## config.mk

```make
export PLATFORM = sky130hd
export DESIGN_NAME = uart_ctrl
export DESIGN_NICKNAME = d
export VERILOG_FILES = /design/src/rtl/uart_ctrl.sv
export SDC_FILE = /design/constraint.sdc
export NUM_CORES = 1
export LEC_CHECK = 0
export CORE_MARGIN = 2
export CORE_UTILIZATION = 45
export CTS_BUF_LIST = sky130_fd_sc_hd__clkbuf_8
export CTS_CLUSTER_DIAMETER = 50
export DETAILED_ROUTE_END_ITERATION = 7
export PLACE_DENSITY = 0.7
export SYNTH_ARGS = -nofsm -noshare
export SYNTH_HDL_FRONTEND = slang
export SYNTH_SLANG_ARGS = --single-unit
export TNS_END_PERCENT = 30
```

## constraint.sdc

```tcl
create_clock -name LPC_CLK -period 4.95 [get_ports LPC_CLK]
set_input_delay 0.99 -clock LPC_CLK [delete_from_list [all_inputs] [get_ports LPC_CLK]]
set_output_delay 0.99 -clock LPC_CLK [all_outputs]
set_load 0.03 [all_outputs]
```

## src/rtl/uart_ctrl.sv

```systemverilog
// LPC-side UART controller: host-facing TX/RX byte FIFOs, sticky error status,
// and a TX sequencer that hands bytes to the transmitter and waits for tx_busy.
//
// state   | meaning
// S_IDLE  | waiting for a queued byte while transmitter is not busy
// S_ISSUE | one-cycle tx_data_valid strobe to the transmitter
// S_ACK   | waiting (bounded) for tx_busy to rise
// S_DRAIN | transmitter busy; waiting for tx_busy to fall
module uart_ctrl #(
   parameter int DEPTH       = 8,
   parameter int ACK_TIMEOUT = 4
) (
   input  logic       LPC_CLK,
   input  logic       LPC_RST,
   input  logic       host_wr,
   input  logic [7:0] host_wr_data,
   input  logic       host_rd,
   output logic [7:0] host_rd_data,
   input  logic       host_status_rd,
   output logic [7:0] status,
   output logic [7:0] tx_data,
   output logic       tx_data_valid,
   input  logic       tx_busy,
   input  logic [7:0] rx_data,
   input  logic       rx_data_valid
);

   localparam int AW = $clog2(DEPTH);
   localparam int CW = AW + 1;
   localparam int TW = $clog2(ACK_TIMEOUT + 1);
   localparam logic [CW-1:0] CNT_FULL = CW'(DEPTH);
   localparam logic [TW-1:0] T_LOAD   = TW'(ACK_TIMEOUT);

   typedef enum logic [1:0] {S_IDLE, S_ISSUE, S_ACK, S_DRAIN} state_t;

   state_t          state, state_nx;
   logic [TW-1:0]   timer, timer_nx;

   logic [7:0]      tx_mem [DEPTH];
   logic [AW-1:0]   tx_wptr, tx_rptr;
   logic [CW-1:0]   tx_cnt;
   logic            tx_empty, tx_full, tx_push, tx_pop;

   logic [7:0]      rx_mem [DEPTH];
   logic [AW-1:0]   rx_wptr, rx_rptr;
   logic [CW-1:0]   rx_cnt;
   logic            rx_empty, rx_full, rx_push, rx_pop;

   logic            rx_overrun, tx_dropped, tx_idle;

   assign tx_empty = (tx_cnt == '0);
   assign tx_full  = (tx_cnt == CNT_FULL);
   assign tx_pop   = (state == S_IDLE) && !tx_empty && !tx_busy;
   // a full FIFO still accepts a write on the edge the sequencer frees a slot
   assign tx_push  = host_wr && (!tx_full || tx_pop);

   assign rx_empty = (rx_cnt == '0);
   assign rx_full  = (rx_cnt == CNT_FULL);
   assign rx_pop   = host_rd && !rx_empty;
   assign rx_push  = rx_data_valid && (!rx_full || rx_pop);

   always_ff @(posedge LPC_CLK) begin
      if (tx_push) tx_mem[tx_wptr] <= host_wr_data;
      if (rx_push) rx_mem[rx_wptr] <= rx_data;
   end

   always_ff @(posedge LPC_CLK or negedge LPC_RST) begin
      if (!LPC_RST) begin
         tx_wptr <= '0;
         tx_rptr <= '0;
         tx_cnt  <= '0;
      end else begin
         if (tx_push) tx_wptr <= tx_wptr + 1'b1;
         if (tx_pop)  tx_rptr <= tx_rptr + 1'b1;
         case ({tx_push, tx_pop})
            2'b10:   tx_cnt <= tx_cnt + 1'b1;
            2'b01:   tx_cnt <= tx_cnt - 1'b1;
            default: tx_cnt <= tx_cnt;
         endcase
      end
   end

   always_ff @(posedge LPC_CLK or negedge LPC_RST) begin
      if (!LPC_RST) begin
         rx_wptr <= '0;
         rx_rptr <= '0;
         rx_cnt  <= '0;
      end else begin
         if (rx_push) rx_wptr <= rx_wptr + 1'b1;
         if (rx_pop)  rx_rptr <= rx_rptr + 1'b1;
         case ({rx_push, rx_pop})
            2'b10:   rx_cnt <= rx_cnt + 1'b1;
            2'b01:   rx_cnt <= rx_cnt - 1'b1;
            default: rx_cnt <= rx_cnt;
         endcase
      end
   end

   assign host_rd_data = rx_empty ? 8'h00 : rx_mem[rx_rptr];

   // sticky errors: a set event on the clearing edge takes priority
   always_ff @(posedge LPC_CLK or negedge LPC_RST) begin
      if (!LPC_RST) begin
         rx_overrun <= 1'b0;
         tx_dropped <= 1'b0;
      end else begin
         if (rx_data_valid && !rx_push) rx_overrun <= 1'b1;
         else if (host_status_rd)       rx_overrun <= 1'b0;
         if (host_wr && !tx_push)       tx_dropped <= 1'b1;
         else if (host_status_rd)       tx_dropped <= 1'b0;
      end
   end

   always_ff @(posedge LPC_CLK or negedge LPC_RST) begin
      if (!LPC_RST) begin
         state   <= S_IDLE;
         timer   <= '0;
         tx_data <= 8'h00;
      end else begin
         state <= state_nx;
         timer <= timer_nx;
         if (tx_pop) tx_data <= tx_mem[tx_rptr];
      end
   end

   always_comb begin
      state_nx = state;
      timer_nx = timer;
      case (state)
         S_IDLE: begin
            if (!tx_empty && !tx_busy) state_nx = S_ISSUE;
         end
         S_ISSUE: begin
            state_nx = S_ACK;
            timer_nx = T_LOAD;
         end
         S_ACK: begin
            if (tx_busy) begin
               state_nx = S_DRAIN;
               timer_nx = '0;
            end else if (timer <= TW'(1)) begin
               // no acknowledge in time: treat the byte as sent
               state_nx = S_IDLE;
               timer_nx = '0;
            end else begin
               timer_nx = timer - 1'b1;
            end
         end
         S_DRAIN: begin
            if (!tx_busy) state_nx = S_IDLE;
         end
         default: begin
            state_nx = S_IDLE;
            timer_nx = '0;
         end
      endcase
   end

   assign tx_data_valid = (state == S_ISSUE);
   assign tx_idle       = tx_empty && (state == S_IDLE) && !tx_busy;
   assign status        = {1'b0, tx_idle, tx_empty, 1'b0,
                           tx_dropped, tx_full, rx_overrun, !rx_empty};

endmodule

```

* Word-level counts from Yosys, hierarchy flattened
Memories as Yosys holds them, arrays and structs flattened. A register that Yosys moved wholly into a read port is not among the register bits.
Index checks and enable logic that the tools add are counted.
** Word-level totals
- Flip-flop bits (word level) :: 27
- Bits in writable memories :: 128
- Input bits :: 23
- Output and inout bits :: 25
- Memories :: 2
** Cells by class
- Add/sub/neg operators :: 9
- Magnitude comparators :: 1
- Eq/ne operators :: 12
- Multiplexer cells :: 18
- Reductions and logical operators :: 29
** Memories
- rx_mem :: words 8, width 8, rd ports 1, clocked after Yosys merged registers in 0, wr ports 1, RTL line 44 : logic [7:0] rx_mem [DEPTH];
- tx_mem :: words 8, width 8, rd ports 1, clocked after Yosys merged registers in 1, wr ports 1, RTL line 39 : logic [7:0] tx_mem [DEPTH];
** Operators with widths (number)
- 4-bit case mux with 2 select lines :: 2
- 3-bit by 1-bit adder with 3-bit output (second input constant) :: 4
- 1-bit logical AND :: 10
- 2-bit nonzero test :: 5
- 4-bit by 1-bit adder with 4-bit output (second input constant) :: 2
- 2-bit equality test (second input constant) :: 4
- 4-bit equality test (second input constant) :: 2
- 1-bit zero test :: 8
- 4-bit zero test :: 2
- 2-bit 2-to-1 mux :: 4
- 8-bit 2-to-1 mux :: 1
- 2-bit case mux with 4 select lines :: 1
- 4-bit by 1-bit subtractor with 4-bit output (second input constant) :: 2
- 1-bit 2-to-1 mux :: 7
- 2-bit by 1-bit equality test with 1-bit output (second input constant) :: 3
- 3-bit 2-to-1 mux :: 2
- 3-bit case mux with 2 select lines :: 1
- 3-bit by 1-bit less-or-equal comparator with 1-bit output (second input constant) :: 1
- 3-bit != test (second input constant) :: 1
- 3-bit AND reduction :: 1
- 3-bit by 1-bit subtractor with 3-bit output (second input constant) :: 1
- 2-bit zero test :: 1
- 1-bit logical OR :: 2
- 2-bit by 1-bit != test with 1-bit output (second input constant) :: 1
- 2-bit != test (second input constant) :: 1

* Logic depth before layout (Yosys ltp)
- Word-level depth :: 9
- Depth in mapped cells :: 11
- Depth with buffers taken out :: 11

* Least setup slack after synthesis
OpenSTA, ideal clock, no wires.
- Kind :: input-to-reg
- Start point :: input port host_rd
- End point :: memory rx_mem[4][0] (enable)
- Library setup time :: 398 ps
- Arrival :: 2539 ps
- Data required time :: 4552 ps
- Setup slack :: 2013 ps
- Cell stages on the path :: 4
- Path through :: clkbuf_1 -> nand2b_1 -> o21ai_1 -> nor4b_1
** Between the ends
- Longest elaborated chain between the ends :: 5
** Ends and longest elaborated chain
- start: declaration :: RTL line 17 : input logic host_rd,
- 1-bit logical AND :: RTL line 59 : assign rx_pop = host_rd && !rx_empty;
- 1-bit logical OR :: RTL line 60 : assign rx_push = rx_data_valid && (!rx_full || rx_pop);
- 1-bit logical AND :: RTL line 60
- 1-bit 2-to-1 mux :: RTL line 64 : if (rx_push) rx_mem[rx_wptr] <= rx_data;
- 1-bit 2-to-1 mux (not written as such) :: RTL line 64
- end: declaration :: RTL line 44
Every way passes these cells.

* Worst setup path after layout
- Start point :: input port tx_busy
- End point :: output port status[6]
** Between the ends
- Longest elaborated chain between the ends :: 2
** Ends and longest elaborated chain
- start: declaration :: RTL line 23 : input logic tx_busy,
- 1-bit zero test :: RTL line 160 : assign tx_idle = tx_empty && (state == S_IDLE) && !tx_busy;
- 1-bit logical AND :: RTL line 160
- end: declaration :: RTL line 20 : output logic [7:0] status,
Every way passes these cells.

==> run summary <==
Slew @ Worst Pin: 1020 ps
Ant diodes: 0
Clk sink count: 163
CP required: 3960 ps
Row Count: 45
Num CTS Buffers: 17
Hold path depth: 1
DR vias/cell: 5.37
Sequential share of the synthesized area: 67.8%
WP data arrival: 2750 ps
Synthesized instance count: 451
Synth area leader: edfxtp_1
CP Buf/Inv Count: 2
Fin cells: 700
Nature of the critical path startpoint: primary input
Port Buffers: 45
Final total power: 4770 uW
Slew HR: 31.5%
Worst r2r src: rx_cnt[1]
Synth Area per Inst: 15.4 um2
Setup slack after layout: 1210 ps
CP Class: in -> out
Skew-Pair Late Insertion Delay: 450 ps
Slowest library cell on the worst path: clkdlybuf4s50_1
Cell breakdown of the critical path: clkdlybuf4s50_1, nand2b_1, nor2_1, clkdlybuf4s50_1
Wire length of the first global-routing pass: 19800 um
Post-route antenna net violation count: 0
Crit path depth: 4
Cell family with most CP delay: buffers and inverters
Clock skew: 22.2 ps
Share of layout cells above drive strength 1: 14.3%
Max-cap violations: 0
Post-synth EDFFs: 128
Post-CTS sizing: 0
Min Tclk post-route: 3740 ps
RSZ-0062 raised after global routing: no
Synth top area share: 55.2%
Final nets: 539
Run status: finished, final reports clean
RR Endpoint: rx_cnt[3]
H-tree depth: 4
Final hold violation count: 0
Met3 Routed Length: 432 um
Share of synthesized flip-flops with an asynchronous set or reset: 21.5%
Worst R2R Path Depth: 10
Per-cell routed wire length: 17.8 um
Iteration-0 DRC Markers: 256
Cts hold-fix bufs: 0
# DRC: 0
GP Congestion: 0.791
Synth cell types: 51
CORE AREA: 0.0151 mm2
Main flop type after synthesis: edfxtp_1
Post-CTS Repair Setup Buffers: 0
Setup TNS: 0 ps
R2R Setup Slk: 1950 ps
Clock transition at path regs: 90 ps
Warnings from Yosys: 0
Die area: 0.0165 mm2
Max frequency: 267 MHz
Max incr delay on CP: 690 ps
Lkg Pwr: 0.00292 uW
Post-Syn Area: 0.00696 mm2
DPL Wire Length: 7980 um
Die H: 128 um
Power density over the cells: 598 mW/mm2
Yosys reg bits: 163
Clock Tree Buf Depth: 2
IO Count: 48
Final setup violation count: 0
Initial antenna violation count: 0
GRT Util Overall: 16.0%
Die Span X: 128 um
Top routing layer used: met4
Wirelength, routed: 12500 um
CP Capture Type: output pin
Most frequent cells in the layout: 128 x edfxtp_1, 44 x clkdlybuf4s50_1, 42 x mux2i_1
WL met2: 6040 um
Synth top area cells: edfxtp_1 55%, dfrtp_1 13%, mux2i_1 6.0%
DP Worst Slack: 1200 ps
Most common cell on crit path: clkdlybuf4s50_1
First drt pass iteration count: 6
Met1 Routed Length: 5850 um
Root Driver: clkbuf_8
Post-route cell area: 0.00799 mm2
Synth-to-Final Area Change: 14.7%
Final Slew Violations: 0
Commonest non-fill, non-tap cell in the layout: edfxtp_1
Vias in the first global route: 3859
Largest net degree at the start of global routing: 36
Effective utilization at floorplan: 46.0%
Placed inst area: 0.00758 mm2
Via total after detailed routing: 3760
Placed instance count: 668
End of the worst hold path: tx_wptr[2]
Min-Delay Path Class: reg -> reg
Beginning of the worst hold path: tx_wptr[2]
Fin crit share: 75.6%
CTS tree: built
GR Overflow Total: 0
Worst VDD drop: 212 uV
CP max FO: 12
-- how the worst max path moves through the flow --
stage / startpoint / endpoint
2_1_floorplan: host_rd / rx_mem[4][0]
3_3_place_gp: tx_busy / status[6]
3_5_place_dp: tx_busy / tx_cnt[3]
4_1_cts: tx_busy / status[6]
5_1_grt: tx_busy / status[6]
6_report: tx_busy / status[6]
-- kinds of logic after synthesis --
group | count (synthesis) | share of synthesized area (%)
simple gates | 97 | 7.17
flops | 163 | 67.8
xor+xnor | 13 | 1.63
compound gates | 51 | 4.89
other cells | 1 | 0.0538
buf+inv | 46 | 3.14
fa+ha+maj | 17 | 3.27
mux | 63 | 12.1
-- state kept, by name (all words and copies together), names as in the netlist, 3 cells and up --
signal,flops
rx_cnt,4
rx_mem,64
rx_rptr,3
rx_wptr,3
timer,3
tx_cnt,4
tx_data,8
tx_mem,64
tx_rptr,3
tx_wptr,3
-- per-stage QoR --
step	hold slack [ps]	util (%)
after floorplan	458	-
after global placement	476	50.1
after detailed placement	480	50.1
after CTS	521	52.7
after global routing	540	52.7
final	519	52.7
-- area by class of cell --
type	instances	area (um2)
inverters	18	67.6
well taps	188	235
clock inverters	15	169
multi-input cells	243	2030
fillers	1185	7160
repair buffers	56	528
clock buffers	17	234
flip-flops and latches	163	4720
-- power by group --
group / switching, uW / internal [uW] / total (uW)
clock network: 510 / 464 / 974
registers: 226 / 1780 / 2010
logic: 1000 / 788 / 1790
-- Yosys cell counts (4+ instances only) --
| cell type | instances |
|---|---|
| xnor2_1 | 10 |
| buf_4 | 8 |
| buf_1 | 6 |
| buf_2 | 6 |
| nor3_1 | 7 |
| ha_1 | 15 |
| o21ai_0 | 18 |
| mux2i_1 | 42 |
| a21oi_1 | 7 |
| nand3_1 | 14 |
| inv_1 | 17 |
| nand2_1 | 27 |
| dfrtp_1 | 35 |
| mux4_2 | 16 |
| a22oi_1 | 16 |
| edfxtp_1 | 128 |
| clkbuf_1 | 6 |
| mux2_2 | 4 |
| nand2b_1 | 4 |
| nor2_1 | 23 |
-- worst register-to-register path, cell delays in order (launching register included) --
cell       delay (ps)
dfrtp_1           410
or3_1             580
nor2_8            250
inv_1             120
nand2_1           170
nor2_1             90
ha_1              300
a21o_1            180
a21oi_1           250
mux2_2            380
o2111ai_1         180
-- layer usage --
metal,global-route usage (%),up-vias
li1,-,1785
met1,21.8,1901
met2,25.7,65
met3,3.41,9
met4,5.82,0
met5,0,-
Note: power is estimated with default switching activity, not from simulation.
